==> src/rtl/dds_sweep_ctrl.sv <==
`timescale 1ns/1ps
// DDS sweep sequencer: steps TuningWord StartTW->StopTW by StepTW, each word held DwellCnt DDSEnable ticks; outputs registered,
// TwValid one cycle after LOAD/STEP, no backpressure (DDSEnable paces). Define SWEEP_PINGPONG_EN to sweep back down to StartTW.
module dds_sweep_ctrl #(
    parameter int TW_W    = 32,
    parameter int DWELL_W = 16
) (
    input  logic               Fg_CLK,
    input  logic               Fg_RESETn,
    input  logic               DDSEnable,
    input  logic               Start,
    input  logic               Abort,
    input  logic [TW_W-1:0]    StartTW,
    input  logic [TW_W-1:0]    StopTW,
    input  logic [TW_W-1:0]    StepTW,
    input  logic [DWELL_W-1:0] DwellCnt,
    output logic [TW_W-1:0]    TuningWord,
    output logic               TwValid,
    output logic               Busy,
    output logic               Done
);
    typedef enum logic [2:0] {IDLE, LOAD, DWELL, STEP, FINISH} state_t;

    state_t             state, state_nxt;
    logic [TW_W-1:0]    start_q, stop_q, step_q;
    logic [TW_W-1:0]    start_nxt, stop_nxt, step_nxt, tw_nxt, up_tw;
    logic [DWELL_W-1:0] dwell_q, dwell_nxt, cnt, cnt_nxt, cnt_inc, dwell_max;
    logic               vld_nxt, busy_nxt, done_nxt, no_sweep;
    logic [TW_W:0]      sum;
`ifdef SWEEP_PINGPONG_EN
    logic               dir, dir_nxt;
    logic [TW_W:0]      diff;
    logic [TW_W-1:0]    dn_tw;
`endif

    assign cnt_inc   = cnt + DWELL_W'(1);
    assign dwell_max = (dwell_q == '0) ? DWELL_W'(1) : dwell_q;
    assign no_sweep  = (step_q == '0) || (start_q >= stop_q);
    // Extra carry bit makes the overflow case fall into the saturate branch
    assign sum       = {1'b0, TuningWord} + {1'b0, step_q};
    assign up_tw     = (sum >= {1'b0, stop_q}) ? stop_q : sum[TW_W-1:0];
`ifdef SWEEP_PINGPONG_EN
    assign diff      = {1'b0, TuningWord} - {1'b0, step_q};
    assign dn_tw     = (diff[TW_W] || (diff[TW_W-1:0] <= start_q)) ? start_q : diff[TW_W-1:0];
`endif

    always_ff @(posedge Fg_CLK) begin
        if (!Fg_RESETn) state <= IDLE;
        else            state <= state_nxt;
    end

    always_comb begin
        state_nxt = state;
        start_nxt = start_q;
        stop_nxt  = stop_q;
        step_nxt  = step_q;
        dwell_nxt = dwell_q;
        tw_nxt    = TuningWord;
        cnt_nxt   = cnt;
        vld_nxt   = 1'b0;
        done_nxt  = 1'b0;
        busy_nxt  = Busy;
`ifdef SWEEP_PINGPONG_EN
        dir_nxt   = dir;
`endif
        case (state)
            IDLE: begin
                if (Start && !Abort) begin
                    start_nxt = StartTW;
                    stop_nxt  = StopTW;
                    step_nxt  = StepTW;
                    dwell_nxt = DwellCnt;
                    busy_nxt  = 1'b1;
                    state_nxt = LOAD;
`ifdef SWEEP_PINGPONG_EN
                    dir_nxt   = 1'b0;
`endif
                end
            end
            LOAD: begin
                tw_nxt    = start_q;
                vld_nxt   = 1'b1;
                cnt_nxt   = '0;
                state_nxt = DWELL;
            end
            DWELL: begin
                if (DDSEnable) begin
                    cnt_nxt = cnt_inc;
                    if (cnt_inc >= dwell_max) state_nxt = STEP;
                end
            end
            STEP: begin
                vld_nxt   = 1'b1;
                cnt_nxt   = '0;
                state_nxt = DWELL;
                if (no_sweep) begin
                    vld_nxt   = 1'b0;
                    state_nxt = FINISH;
`ifdef SWEEP_PINGPONG_EN
                end else if (dir && (TuningWord == start_q)) begin
                    vld_nxt   = 1'b0;
                    state_nxt = FINISH;
                end else if (!dir && (TuningWord != stop_q)) begin
                    tw_nxt    = up_tw;
                end else begin
                    // Reaching StopTW flips direction; the same step already heads down
                    dir_nxt   = 1'b1;
                    tw_nxt    = dn_tw;
                end
`else
                end else if (TuningWord == stop_q) begin
                    vld_nxt   = 1'b0;
                    state_nxt = FINISH;
                end else begin
                    tw_nxt    = up_tw;
                end
`endif
            end
            FINISH: begin
                done_nxt  = 1'b1;
                busy_nxt  = 1'b0;
                state_nxt = IDLE;
            end
            default: state_nxt = IDLE;
        endcase
        if (Abort && (state != IDLE)) begin
            state_nxt = IDLE;
            busy_nxt  = 1'b0;
            vld_nxt   = 1'b0;
            done_nxt  = 1'b0;
            tw_nxt    = TuningWord;
            cnt_nxt   = cnt;
        end
    end

    always_ff @(posedge Fg_CLK) begin
        if (!Fg_RESETn) begin
            start_q    <= '0;
            stop_q     <= '0;
            step_q     <= '0;
            dwell_q    <= '0;
            cnt        <= '0;
            TuningWord <= '0;
            TwValid    <= 1'b0;
            Busy       <= 1'b0;
            Done       <= 1'b0;
`ifdef SWEEP_PINGPONG_EN
            dir        <= 1'b0;
`endif
        end else begin
            start_q    <= start_nxt;
            stop_q     <= stop_nxt;
            step_q     <= step_nxt;
            dwell_q    <= dwell_nxt;
            cnt        <= cnt_nxt;
            TuningWord <= tw_nxt;
            TwValid    <= vld_nxt;
            Busy       <= busy_nxt;
            Done       <= done_nxt;
`ifdef SWEEP_PINGPONG_EN
            dir        <= dir_nxt;
`endif
        end
    end
endmodule

==> config.mk <==
export PLATFORM = sky130hd
export DESIGN_NAME = dds_sweep_ctrl
export DESIGN_NICKNAME = d
export VERILOG_FILES = /design/src/rtl/dds_sweep_ctrl.sv
export SDC_FILE = /design/constraint.sdc
export NUM_CORES = 1
export LEC_CHECK = 0
export BUFFER_PORTS_ARGS = -buffer_cell sky130_fd_sc_hd__buf_2
export CORE_MARGIN = 1
export CORE_UTILIZATION = 58
export DETAILED_ROUTE_END_ITERATION = 8
export PLACE_DENSITY_LB_ADDON = 0.2
export SLEW_MARGIN = 15
export SYNTH_ARGS = -nofsm -noshare
export SYNTH_HDL_FRONTEND = slang
export SYNTH_SLANG_ARGS = --single-unit
==> constraint.sdc <==
create_clock -name Fg_CLK -period 4.95 [get_ports Fg_CLK]
set_input_delay 0 -clock Fg_CLK [delete_from_list [all_inputs] [get_ports Fg_CLK]]
set_output_delay 0 -clock Fg_CLK [all_outputs]
set_load 0.005 [all_outputs]
Word level (Yosys, flattened, before mapping). Index checks and enable logic that the tools add are counted.

Register bits: 166. Bits of input ports: 117. Output and inout bits: 35.

Muxes and demuxes: 19. Equal/unequal tests: 10. Add/subtract/negate cells: 2. Bitwise operators: 2. $lt $le $gt $ge: 3. Reductions and logical operators: 18.

Operators by type and width (count): 32-bit two-way mux (3); 32-bit case mux with 2 select lines (1); 32-bit by 32-bit adder with 33-bit output (1); 33-bit by 32-bit greater-or-equal comparator with 1-bit output (1); 32-bit == test (1); 32-bit greater-or-equal comparator (1); 32-bit zero test (1); 16-bit two-way mux (2); 16-bit case mux with 2 select lines (1); 16-bit by 1-bit adder with 16-bit output (second input constant) (1); 16-bit greater-or-equal comparator (1); 16-bit zero test (1); 3-bit two-way mux (5); 3-bit case mux with 4 select lines (1); 2-bit inequality test (second input constant) (5); 3-bit by 2-bit == test with 1-bit output (second input constant) (2); 3-bit AND reduction (2); 2-bit nonzero test (3); 1-bit two-way mux (4); 1-bit case mux with 2 select lines (2); 2-bit AND reduction (2); 4-bit AND reduction (1); 2-bit OR reduction (2); 3-bit by 1-bit == test with 1-bit output (second input constant) (1); other kinds (7) (9).

Logic depth before layout (Yosys ltp).
Word-level depth: 6. Depth in mapped cells: 24. Gate-level depth less buffers: 22.

Worst setup path after synthesis. No wires, ideal clock.

Path type: flip-flop to flip-flop. Start: register TuningWord[0]. End: register TuningWord[8]. Slack: 0.327 ns. Required time: 4.834 ns. Clock period less this slack: 4.623 ns. Arrival time: 4.507 ns. Cell stages (with the launch flop): 24. Path through: dfxtp_1 ha_1 fa_1 a21o_1 a21oi_2 o211ai_2 a21oi_2 o311ai_4 a21boi_0 o21ai_0 o311a_1 ha_1 a21o_1 a21oi_1 nor2b_1 o21ai_0 nand2b_1 a31oi_1 o311ai_4 buf_8 buf_8 o21ai_1 a211oi_1 a31o_2.

Longest elaborated chain between the ends: 6. Elaborated cells between the ends (all ways): 9. Those cells by class: add/sub: 1; order compare: 1; eq/ne: 2; mux: 4; reduce/logical: 1.

RTL lines: start: declaration (line 17) `output logic [TW_W-1:0] TuningWord,`; start signal: assignment (line 156) `TuningWord <= tw_nxt;`; 32-bit by 32-bit adder with 33-bit output (line 40) `assign sum = {1'b0, TuningWord} + {1'b0, step_q};`; 33-bit by 32-bit greater-or-equal comparator with 1-bit output (line 41) `assign up_tw = (sum >= {1'b0, stop_q}) ? stop_q : sum[TW_W-1:0];`; 32-bit two-way mux (line 41); 32-bit two-way mux (line 111) `end else if (TuningWord == stop_q) begin`; 32-bit two-way mux (line 96) `if (no_sweep) begin`; 32-bit case mux with 2 select lines (line 66) `case (state)`.

Parallel ways exist; a longest one is shown, timed or not. The select of a mux whose other input is x is not followed. A chain may end at the register's enable or synchronous reset.

Worst setup path in the final report.
Start: register TuningWord[13]. End: register TuningWord[12].

Same word-level chain as after synthesis.

==> impl_metrics.json <==
{
  "num_rows": 48,
  "tightest_slew_ns": 0.9760,
  "grt_max_degree": 72,
  "start_util": 0.5973,
  "syn_nets": 1551,
  "die_y_microns": 135.9,
  "grt_use_met3": 0.06935,
  "gp_congestion": 0.9556,
  "post-route-period-util": 0.9585,
  "cp-end-kind": "register",
  "syn_avg_cell_area_sq_um": 7.882,
  "cts_tree": "built",
  "fin_nets": 1795,
  "synth_flop_cell": "dfxtp_1",
  "syn_inst": 1320,
  "async_flop_share": 0,
  "drv_cap": 0,
  "path_clk_slew_ns": 0.07,
  "worstSetupPathType": "reg -> reg",
  "synth-seq-area-share": 0.3194,
  "fp.dieW_microns": 135.9,
  "vias": 10470,
  "p_leak_nw": 6.169,
  "die_area_sq_mm": 0.01848,
  "status": "finished clean",
  "grt_pass1_vias": 10030,
  "power_mw": 3.576,
  "io_pins": 152,
  "vdd_ir_drop_max_mv": 0.4512,
  "dr.pass1.iters": 7,
  "areaGrowthSynthToFinish_pct": 26.39,
  "post_drt_via_cell_ratio": 5.814,
  "ant_nets": 0,
  "fp.coreArea_sq_mm": 0.01742,
  "yosys_warnings": 0,
  "antenna_cells": 0,
  "fin_crit_ns": 4.745,
  "post_drt_wl_per_cell_microns": 17.49,
  "layout.cells.non_filler": 1801,
  "drc_errors": 0,
  "hold_path_class": "in -> reg",
  "grtUsageMet2": 0.5884,
  "cts.sinks": 166,
  "drt_iter0_drc": 758,
  "layout_common_cells": "nand2_1 (278), a21oi_1 (180), dfxtp_1 (166)",
  "finalSetupViolations": 0,
  "dp_hpwl_microns": 21620,
  "grt_setup_unrepaired": "no",
  "grtUsageMet1": 0.4305,
  "worstPathRequired_ns": 5.32,
  "skew_ns": 0.009802,
  "path_max_fanout": 16,
  "grt_pass1_wl_microns": 49730,
  "htreeDepth": 4,
  "portBuffers": 151,
  "clock-root-buffer": "clkbuf_16",
  "dpl.cell_count": 1652,
  "synth_cell_types": 64,
  "synth_edf_count": 0,
  "cellPowerDensity_mw_per_mm2": 272.0,
  "final_core_util": 0.7550,
  "maxSlewHeadroom": 0.3444,
  "gr-total-overflow": 0,
  "clock_latency_ns": 0.44,
  "finalSetupTns_ns": 0,
  "routed_wl_microns": 31510,
  "drv_slew": 0,
  "cts_max_path_buffers": 2,
  "synth_area_sq_mm": 0.01040,
  "fmax_mhz": 210.8,
  "arrival_ns": 5.11,
  "synth_seq_cells": 166,
  "grt-busiest-layer": "met2",
  "antenna_found_initial": 0,
  "finalHoldViolations": 0,
  "numCtsBuffers": 17,
  "final_common_cell": "nand2_1",
  "track_usage": 0.3455,
  "start_kind": "register",
  "drive_gt1_frac": 0.1428
}
## registers in the layout, indices dropped and copies added, names as in the netlist
name and cells:
Busy 1, state 3, stop_q 32, start_q 32
cnt 16, dwell_q 16, TwValid 1, step_q 32
TuningWord 32, Done 1
## layer usage
layer | part of all wire | vias to the layer above
met4 | 0.028 | 0
met5 | 0 | -
met3 | 0.065 | 72
met2 | 0.48 | 382
met1 | 0.43 | 4893
li1 | - | 5124
## stage by stage
stage / setup slack, ns / instance area (sq um) / hold WS [ns]
2_1_floorplan: 0.3265 / 10400 / 0.1360
3_3_place_gp: 0.2084 / 11320 / 0.2410
3_5_place_dp: 0.09665 / 11320 / 0.2441
4_1_cts: 0.01918 / 13070 / 0.1852
5_1_grt: 0.01193 / 13150 / 0.2272
6_report: 0.2053 / 13150 / 0.2190
## layout make-up
class | instances | area [sq um]
fillers | 1295 | 4268
clock buffers | 19 | 442.9
flip-flops and latches | 166 | 3323
repair buffers | 287 | 2077
inverters | 57 | 219.0
well taps | 225 | 281.5
clock inverters | 12 | 128.9
multi-input cells | 1035 | 6676
## cells in the mapped netlist (4+ instances only)
master / n / area share
o21ai_0: 52 / 0.025
buf_2: 4 / 0.0019
and3_1: 16 / 0.0096
nor3_1: 8 / 0.0038
and4_1: 4 / 0.0034
a211oi_1: 6 / 0.0043
mux2i_1: 18 / 0.017
nor2_1: 67 / 0.024
xnor2_1: 22 / 0.019
ha_1: 113 / 0.14
nor2b_1: 10 / 0.0060
a21o_1: 41 / 0.030
a31oi_1: 11 / 0.0066
o21bai_1: 4 / 0.0029
dfxtp_1: 166 / 0.32
nand2b_1: 8 / 0.0048
nand3_1: 14 / 0.0067
a21oi_1: 180 / 0.087
a22oi_1: 8 / 0.0058
a211o_1: 4 / 0.0034
inv_1: 55 / 0.020
a22o_1: 20 / 0.017
nor4_1: 22 / 0.013
xor2_1: 53 / 0.045
nand4_1: 19 / 0.011
nand3b_1: 5 / 0.0036
a32oi_1: 6 / 0.0051
a21oi_2: 4 / 0.0034
clkbuf_1: 55 / 0.020
nand2_1: 278 / 0.10
## critical path, stage by stage, from the launching register on
cell and delay (ns):
dfxtp_1 0.35, ha_1 0.36, a21o_1 0.21, a21oi_1 0.24, a31oi_1 0.15, nor3_1 0.32
o41ai_4 0.17, a2111oi_4 0.44, o31ai_2 0.15, a221oi_2 0.30, xnor2_1 0.19, ha_1 0.31
a211oi_1 0.24, nand2_1 0.10, a31oi_2 0.20, o311ai_4 0.17, buf_6 0.21, mux2i_1 0.13
a211o_1 0.31, a21oi_2 0.10
## final timing paths
check | startpoint | to | slack [ns] | cells after the start
min | DDSEnable | state[0] | 0.22 | 6
min reg2reg | dwell_q[0] | dwell_q[0] | 0.47 | 2
max reg2reg | TuningWord[13] | TuningWord[12] | 0.21 | 19
max | TuningWord[13] | TuningWord[12] | 0.21 | 19
## logic make-up (layout without fill, tap and decap cells)
| logic type | Yosys count | count (layout) | share of synthesized area |
|---|---|---|---|
| mux | 18 | 18 | 0.01732 |
| fa+ha+maj | 114 | 114 | 0.1378 |
| buf+inv | 119 | 375 | 0.04630 |
| xor+xnor | 75 | 75 | 0.06314 |
| flops | 166 | 166 | 0.3194 |
| simple gates | 461 | 461 | 0.1935 |
| compound gates | 367 | 367 | 0.2225 |
## report_power, final
group | internal [mW] | switching [mW]
clock | 0.753 | 0.577
sequential | 1.39 | 0.0624
combinational | 0.352 | 0.441
## what timing repair did
| item | in CTS | in global routing |
|---|---|---|
| resized for setup | 0 | 15 |
| hold buffers | 117 | 0 |
| buffers inserted | 0 | 1 |
| endpoints found under the hold margin | 117 | 0 |
| endpoints found under the setup margin | 0 | 32 |
No activity file was read; power rests on OpenSTA's default activity.
